`src/rtl/arith_seq_unit.sv`:
```
// arith_seq_unit: multi-cycle unsigned arithmetic unit behind a start/busy/done
// handshake. ADD, SUB and divide-by-zero finish in one cycle. MUL (shift-add)
// and DIVMOD (restoring) iterate one bit per clock for WIDTH clocks.
module arith_seq_unit #(
  parameter int WIDTH = 4
) (
  input  logic             clk,
  input  logic             rst,
  input  logic             start,
  input  logic [1:0]       op,
  input  logic [WIDTH-1:0] a,
  input  logic [WIDTH-1:0] b,
  output logic             busy,
  output logic             done,
  output logic [WIDTH-1:0] y_lo,
  output logic [WIDTH-1:0] y_hi,
  output logic             flag
);

  localparam int CW = $clog2(WIDTH + 1);

  localparam logic [1:0] OP_ADD = 2'b00;
  localparam logic [1:0] OP_SUB = 2'b01;
  localparam logic [1:0] OP_MUL = 2'b10;

  typedef enum logic [1:0] {
    IDLE = 2'd0,
    CALC = 2'd1,
    FIN  = 2'd2
  } state_t;

  state_t state, state_next;

  // Working registers shared by both iterative operations:
  //   MUL:    {hi_r,lo_r} is the accumulator, lo_r starts as the multiplier
  //           and shifts out as product bits shift in; aux_r is the multiplicand.
  //   DIVMOD: hi_r is the partial remainder, lo_r starts as the dividend and
  //           fills with quotient bits from the right; aux_r is the divisor.
  logic             div_r;
  logic [WIDTH-1:0] hi_r;
  logic [WIDTH-1:0] lo_r;
  logic [WIDTH-1:0] aux_r;
  logic [CW-1:0]    count;

  logic             accept;
  logic             iterative;
  logic             last_step;
  logic [WIDTH:0]   add_full;
  logic [WIDTH:0]   sub_full;
  logic [WIDTH:0]   mul_sum;
  logic [WIDTH:0]   div_shift;
  logic             div_fits;
  logic [WIDTH-1:0] step_hi;
  logic [WIDTH-1:0] step_lo;

  // A request is taken whenever the unit is not iterating, including in FIN.
  assign accept    = start && (state != CALC);
  assign iterative = (op == OP_MUL) || ((op != OP_ADD) && (op != OP_SUB) && (b != '0));
  assign last_step = (count == CW'(1));
  assign add_full  = {1'b0, a} + {1'b0, b};
  assign sub_full  = {1'b0, a} - {1'b0, b};

  // State register.
  always_ff @(posedge clk) begin
    // NOTE: sequential logic uses non-blocking assignments so every register
    // samples the pre-edge values of the others.
    if (rst) state <= IDLE;
    else     state <= state_next;
  end

  // Next-state decode; busy and done come straight from the state register.
  always_comb begin
    // NOTE: every signal driven here gets a default first, so no path through
    // the case statement can leave one unassigned and infer a latch.
    state_next = state;
    busy       = 1'b0;
    done       = 1'b0;
    case (state)
      IDLE: begin
        if (start) state_next = iterative ? CALC : FIN;
      end
      CALC: begin
        busy = 1'b1;
        if (last_step) state_next = FIN;
      end
      FIN: begin
        done       = 1'b1;
        state_next = start ? (iterative ? CALC : FIN) : IDLE;
      end
      default: state_next = IDLE;
    endcase
  end

  // One iteration step of the shift-add multiplier or restoring divider.
  always_comb begin
    mul_sum   = {1'b0, hi_r} + (lo_r[0] ? {1'b0, aux_r} : '0);
    div_shift = {hi_r, lo_r[WIDTH-1]};
    div_fits  = (div_shift >= {1'b0, aux_r});
    if (div_r) begin
      step_hi = div_fits ? WIDTH'(div_shift - {1'b0, aux_r}) : div_shift[WIDTH-1:0];
      step_lo = {lo_r[WIDTH-2:0], div_fits};
    end else begin
      step_hi = mul_sum[WIDTH:1];
      step_lo = {mul_sum[0], lo_r[WIDTH-1:1]};
    end
  end

  // Operand capture, iteration, and result registers (written only on FIN entry).
  always_ff @(posedge clk) begin
    if (rst) begin
      // NOTE: the working registers are reset along with the results; they are
      // only a few flops and this keeps X out of the iteration datapath.
      div_r <= 1'b0;
      hi_r  <= '0;
      lo_r  <= '0;
      aux_r <= '0;
      count <= '0;
      y_lo  <= '0;
      y_hi  <= '0;
      flag  <= 1'b0;
    end else if (accept) begin
      div_r <= op[0];
      case (op)
        OP_ADD: begin
          y_lo <= add_full[WIDTH-1:0];
          y_hi <= {{(WIDTH-1){1'b0}}, add_full[WIDTH]};
          flag <= add_full[WIDTH];
        end
        OP_SUB: begin
          y_lo <= sub_full[WIDTH-1:0];
          y_hi <= {{(WIDTH-1){1'b0}}, sub_full[WIDTH]};
          flag <= sub_full[WIDTH];
        end
        OP_MUL: begin
          hi_r  <= '0;
          lo_r  <= b;
          aux_r <= a;
          count <= CW'(WIDTH);
        end
        default: begin
          if (b == '0) begin
            y_lo <= '1;
            y_hi <= a;
            flag <= 1'b1;
          end else begin
            hi_r  <= '0;
            lo_r  <= a;
            aux_r <= b;
            count <= CW'(WIDTH);
          end
        end
      endcase
    end else if (state == CALC) begin
      hi_r  <= step_hi;
      lo_r  <= step_lo;
      count <= count - CW'(1);
      if (last_step) begin
        y_lo <= step_lo;
        y_hi <= step_hi;
        flag <= div_r ? 1'b0 : (step_hi != '0);
      end
    end
  end

endmodule

```
`config.mk`:
```
export PLATFORM = sky130hd
export DESIGN_NAME = arith_seq_unit
export DESIGN_NICKNAME = d
export VERILOG_FILES = /design/src/rtl/arith_seq_unit.sv
export SDC_FILE = /design/constraint.sdc
export NUM_CORES = 1
export LEC_CHECK = 0
export ABC_CLOCK_PERIOD_IN_PS = 3900
export CAP_MARGIN = 0
export CORE_UTILIZATION = 32
export DETAILED_ROUTE_END_ITERATION = 8
export PLACE_DENSITY = 0.48
export SYNTH_ARGS = -nofsm -noshare
export SYNTH_HDL_FRONTEND = slang
export SYNTH_SLANG_ARGS = --single-unit
```
`constraint.sdc`:
```
create_clock -name clk -period 3.9 [get_ports clk]
set_clock_uncertainty 0.1 [all_clocks]
set_input_delay 1.17 -clock clk [delete_from_list [all_inputs] [get_ports clk]]
set_output_delay 1.17 -clock clk [all_outputs]
set_load 0.005 [all_outputs]
```
Word level (Yosys, flattened, before mapping)
Index checks and enable logic that the tools add are counted.
{"block": "op_classes", "n_addsub": 5, "bitwise": 1, "eq_ne": 14, "mux": 41, "order_cmp": 1, "reduce_logical": 17}
{"operator": "$mux 4", "n": 19}
{"operator": "$pmux 4 s2", "n": 3}
{"operator": "$pmux 4 s3", "n": 2}
{"operator": "$add 4x4->5", "n": 2}
{"operator": "$ne 2x2->1 const B", "n": 5}
{"operator": "$mux 3", "n": 3}
{"operator": "$mux 2", "n": 4}
{"operator": "$reduce_bool 4->1", "n": 2}
{"operator": "$mux 1", "n": 7}
{"operator": "$pmux 2 s3", "n": 1}
{"operator": "$pmux 3 s2", "n": 1}
{"operator": "$reduce_and 3->1", "n": 2}
{"operator": "$reduce_bool 2->1", "n": 3}
{"operator": "$ge 5x4->1", "n": 1}
{"operator": "$sub 4x4->5", "n": 1}
{"operator": "$eq 2x1->1 const B", "n": 2}
{"operator": "$eq 2x2->1 const B", "n": 2}
{"operator": "$logic_not 2->1", "n": 2}
{"operator": "$logic_not 4->1", "n": 1}
{"operator": "$ne 2x1->1 const B", "n": 2}
{"operator": "$ne 4x1->1 const B", "n": 1}
{"operator": "$reduce_and 4->1", "n": 1}
{"operator": "$sub 4x4->4", "n": 1}
{"operator": "$eq 3x1->1 const B", "n": 1}
{"operator": "8 further kinds", "n": 10}
{"block": "word_totals", "regBits": 27, "in_bits": 13, "out_inout_bits": 11, "word_cells": 88}

Logic depth before layout (Yosys ltp)
{"block": "logic_depth", "depth_word": 8, "ltp_mapped": 10, "ltp_nobuf": 10}

Worst setup path after synthesis
OpenSTA, ideal clock, no wires.
{"block": "synth_timing", "path_type": "in2reg", "startpoint": "input port a[0]", "endpoint": "register flag", "t_arrival_ps": 2693, "setup_ps": 66, "path_slack_ps": 1041, "cell_stages": 9, "required_ps": 3734, "path_buffers": 0, "path_cell_list": "ha_1 -> inv_1 -> fa_1 -> nor2_1 -> o21bai_1 -> a32oi_1 -> o21ai_0 -> a211o_1 -> a21oi_2"}
{"block": "synth_between", "elab_chain_len": 3, "word_cells_on_any_way": 4, "cone_classes": "2 x add/sub; 2 x mux"}
{"element": "from (decl)", "line_no": "11", "rtl": "input logic [WIDTH-1:0] a,"}
{"element": "$sub 4x4->5 or $add 4x4->5 (tied branches)", "line_no": "61, 60"}
{"element": "$pmux 1 s3 (*)", "line_no": "123", "rtl": "case (op)"}
{"element": "$mux 1 (*)", "line_no": "121", "rtl": "end else if (accept) begin"}
{"element": "to (signal assigned)", "line_no": "127", "rtl": "flag <= add_full[WIDTH];"}
{"element": "to (signal assigned)", "line_no": "132", "rtl": "flag <= sub_full[WIDTH];"}
{"element": "to (signal assigned)", "line_no": "160", "rtl": "flag <= div_r ? 1'b0 : (step_hi != '0);"}
{"element": "to (decl)", "line_no": "17", "rtl": "output logic flag"}
Every way passes the cells marked *; elsewhere a longest branch is shown, timed or not.
A chain may end at the register's enable or synchronous reset.

Worst setup path after layout
{"block": "layout_timing", "startpoint": "input port b[0]", "endpoint": "register flag"}
{"block": "layout_between", "elab_chain_len": 3, "word_cells_on_any_way": 7, "cone_classes": "2 x add/sub; 1 x eq/ne; 2 x mux; 2 x reduce/logical"}
{"element": "from (decl)", "line_no": "12", "rtl": "input logic [WIDTH-1:0] b,"}
{"element": "$sub 4x4->5, or another cell as far along", "line_no": "61", "rtl": "assign sub_full = {1'b0, a} - {1'b0, b};"}
{"element": "$pmux 1 s3 or $ne 4x1->1 (tied branches)"}
{"element": "$mux 1 or $reduce_and 4->1 (tied branches)"}
Several ways; a longest one is shown, not always the timed one.

==> reports/summary.md <==
Summed over all instances, the cell type with the most area after synthesis is dfxtp_1. For the worst setup path, the data required time is 4.01 ns. The startpoint of the lowest-slack register-to-register path was lo_r[3]$_SDFFE_PP0P_. The flow ran to the end, but the final reports show violations.

The die is 84.3 µm wide. The core area was 6460 µm². Clock tree synthesis selected as its root buffer the cell clkbuf_8. In the layout the commonest cells are nor2_1 (43), dfxtp_1 (27), a21oi_1 (23), clkdlybuf4s50_1 (23), ha_1 (18).

Counting along the longest clock path gives a buffer depth of 2. The detail-routed net length per standard cell is 15.1 µm. The summed instance area of the synthesized netlist was 2170 µm². The fraction of the mapped netlist area in adder cells was 0.141; the mux cell area share after synthesis was 0.0283.

Summed over all cells, the static leakage comes to 0.971 nW. The run gives 0.128 mV as the worst ir drop on vdd. The tools report the filler cell count in the final layout as 689. The overall track demand over capacity in global routing is 0.156, and the number of remaining DRC errors is 2.

Clock latency on the worst-skew pair, taken at its later pin, is 0.28 ns. STA classifies the critical path endpoint as a register. The average vias per placed instance works out to 5.31. Power spread over the standard cell area amounts to 285 nW/µm².

The total overflow reported by the global router is 0. Synthesized flop and latch total: 27. TritonCTS built the clock tree.

For this run, the top clock speed supported by timing is 0.301 GHz. The number of I/O port buffers was 23; the number of antenna violations at the first check in global routing was 0. The final critical-path required period works out to 3.32 ns. Pin placement for this block handled 24 I/O pins. Max-cap violations in this run came to 0.

By area the synthesized netlist is led by dfxtp_1 (25%), ha_1 (10%), nor2_1 (7.5%). The tools report the post-CTS setup repair buffer count as 0. The startpoint identified for the worst hold timing path is count[1]$_SDFFE_PP0P_. The tightest hold path in the finished design has a slack of 0.395 ns.

The critical path start-end classification was input port to register. In this run the critical register-to-register path is captured at y_hi[2]$_SDFFE_PP0P_. The maximum level of the CTS H-tree came out at 1. The timing startpoint of the critical path was b[0].

The number of global-route vias before repair was 1746; the number of enable-type register cells in the synthesized netlist was 0. The number of antenna-violating nets in the routed design is 0, and the slew at the pin closest to its max-slew limit is 0.687 ns. Row generation in the floorplan step produced 29 rows. The count of endpoints failing hold in the final timing report is 0. The run gives 1480 µm² as the area taken by multi-input logic gates.

STA classifies the critical path startpoint as an input port. The accumulated negative setup slack was 0 ns. Summing internal, switching and leakage power gives 0.717 mW.

The clock buffer count from CTS was 3; the simple-gate area share of the yosys netlist was 0.194. The fraction of layout cells with a size suffix above 1 works out to 0.103. After the first detailed-routing iteration, the DRC count stood at 88.

The number of gates resized after CTS was 0. In this run the worst path has a maximum fanout of 5. The run gives 0 as the count of hold buffers inserted by post-cts repair. The clock transition at the register clock pins on the worst setup and hold paths after CTS is 0.10 ns. By area, the combinational part of the netlist is dominated by compound AO/OA/AOI/OAI gates. For the normalized max-slew margin, the log shows 0.542.

Measured along the y axis, the die boundary spans 84.3 µm. The first global-routing pass estimated 8850 µm of wire. The sequential element share of the synthesized area was 0.250; the final weighted congestion of routability-driven global placement was 0.832. The cell count after synthesis came out at 261. The tools report the number of inserted diodes as 0. The run gives 57 as the distinct cell type count after synthesis.

The number of nets in the synthesized netlist is 296. The final number of setup-violating endpoints came out at 0. The final worst-path cycle share was 0.852; the synthesis warning total was 0.

The proportion of synthesized flip-flops having asynchronous set or reset works out to 0. The tools report the endpoint of the worst setup timing path as flag$_SDFFE_PP0P_. Compared with the post-synthesis result, the final layout area differs by 16.2%. Worst hold path class: register to register.

The first detailed-routing pass took 9 iterations. TritonCTS sink count: 27. For this block, the via count after detailed routing is 1907. The share of the synthesized area in the top cell type works out to 0.250. Dividing the synthesized area by the synthesized cell count gives 8.30 µm². Number of cells on the worst reg-to-reg path: 8. Area fraction in compound gates after synthesis: 0.312. The floorplan step defined a die boundary enclosing 7100 µm².

Summing all flip-flop and latch instances after layout gives 541 µm². Most common cell after layout, fill and taps aside: nor2_1. The checks that failed: DRC. The count of pins over their slew limit is 0, and the total length of routed wires is 5430 µm. In the synthesized netlist the dominant register cell turns out to be dfxtp_1. Setup slack on the worst reg-to-reg path comes out at 1.36 ns. The final net count was 318; the HPWL reported at the end of detailed placement was 4320 µm. The starting utilization of the core area came out at 0.335.

Entering global routing, the biggest net connects 29 pins. The xor and xnor fraction of the mapped netlist area came out at 0.00809. Setup repair after global routing left no endpoint under its margin. Data arrives at the worst endpoint at 3.43 ns.
## cell usage after synthesis, types with 6 or more instances
| master | instances |
|---|---|
| nand3_1 | 8 |
| nand2_1 | 14 |
| o21ai_0 | 6 |
| a211oi_1 | 16 |
| inv_1 | 17 |
| ha_1 | 18 |
| nor2_1 | 43 |
| dfxtp_1 | 27 |
| clkbuf_1 | 6 |
| a21oi_1 | 23 |
| nor2b_1 | 7 |
## critical path, stage by stage
cell	delay [ns]
clkdlybuf4s50_1	0.55
ha_1	0.20
inv_1	0.05
fa_1	0.38
nor2_1	0.12
o21bai_1	0.07
a32oi_1	0.35
o21ai_0	0.15
a211o_1	0.31
a21oi_2	0.09
## metal layers
| metal | part of all wire | vias up | track usage |
|---|---|---|---|
| met5 | 0 | - | 0 |
| met4 | 0.0042 | 0 | 0.0235 |
| met3 | 0.039 | 2 | 0.0256 |
| met2 | 0.44 | 45 | 0.249 |
| met1 | 0.52 | 882 | 0.224 |
| li1 | - | 978 | - |
## registers in the layout, indices dropped and copies added (netlist names)
name / count
aux_r: 4
hi_r: 4
count: 3
flag: 1
state: 2
div_r: 1
lo_r: 4
y_lo: 4
y_hi: 4
## power by group
part	leakage [nW]	internal, mW	switching [mW]
Clock	0.0261	0.0749	0.0909
Sequential	0.221	0.295	0.0148
Combinational	0.724	0.108	0.134
Total	0.971	0.478	0.240
## kinds of logic after synthesis
group / count (synthesis)
AO/OA/AOI/OAI: 84
AND/OR/NAND/NOR: 89
multiplexers: 6
flip-flops: 27
XOR/XNOR: 2
adder cells (fa/ha/maj): 22
buffers and inverters: 31
## area by class of cell
| type | count | share of cell area |
|---|---|---|
| Tap cell | 77 | 0.0383 |
| Multi-Input combinational cell | 203 | 0.588 |
| Clock inverter | 1 | 0.00348 |
| Clock buffer | 3 | 0.0164 |
| Timing Repair Buffer | 30 | 0.112 |
| Inverter | 18 | 0.0268 |
| Sequential cell | 27 | 0.215 |
## worst min path at each step
| stage | to | slack, ns | cells past startpoint |
|---|---|---|---|
| after floorplan | count[2]$_SDFFE_PP0P_ | 0.35 | 1 |
| after global placement | count[1]$_SDFFE_PP0P_ | 0.37 | 2 |
| after detailed placement | count[1]$_SDFFE_PP0P_ | 0.38 | 2 |
| after CTS | y_lo[3]$_SDFFE_PP0P_ | 0.40 | 2 |
| after global routing | count[2]$_SDFFE_PP0P_ | 0.42 | 1 |
| final | count[1]$_SDFFE_PP0P_ | 0.40 | 2 |
## metrics by stage
| stage | instances | setup slack, ns | area (µm²) | utilization |
|---|---|---|---|---|
| global route | 359 | 0.367 | 2520 | 0.390 |
| CTS | 359 | 0.587 | 2520 | 0.390 |
| global placement | 355 | 0.338 | 2470 | 0.382 |
| finish | 359 | 0.577 | 2520 | 0.390 |
| detailed placement | 355 | 0.299 | 2470 | 0.382 |
| floorplan | 261 | 1.04 | 2170 | - |
(Power assumes the default switching activity.)
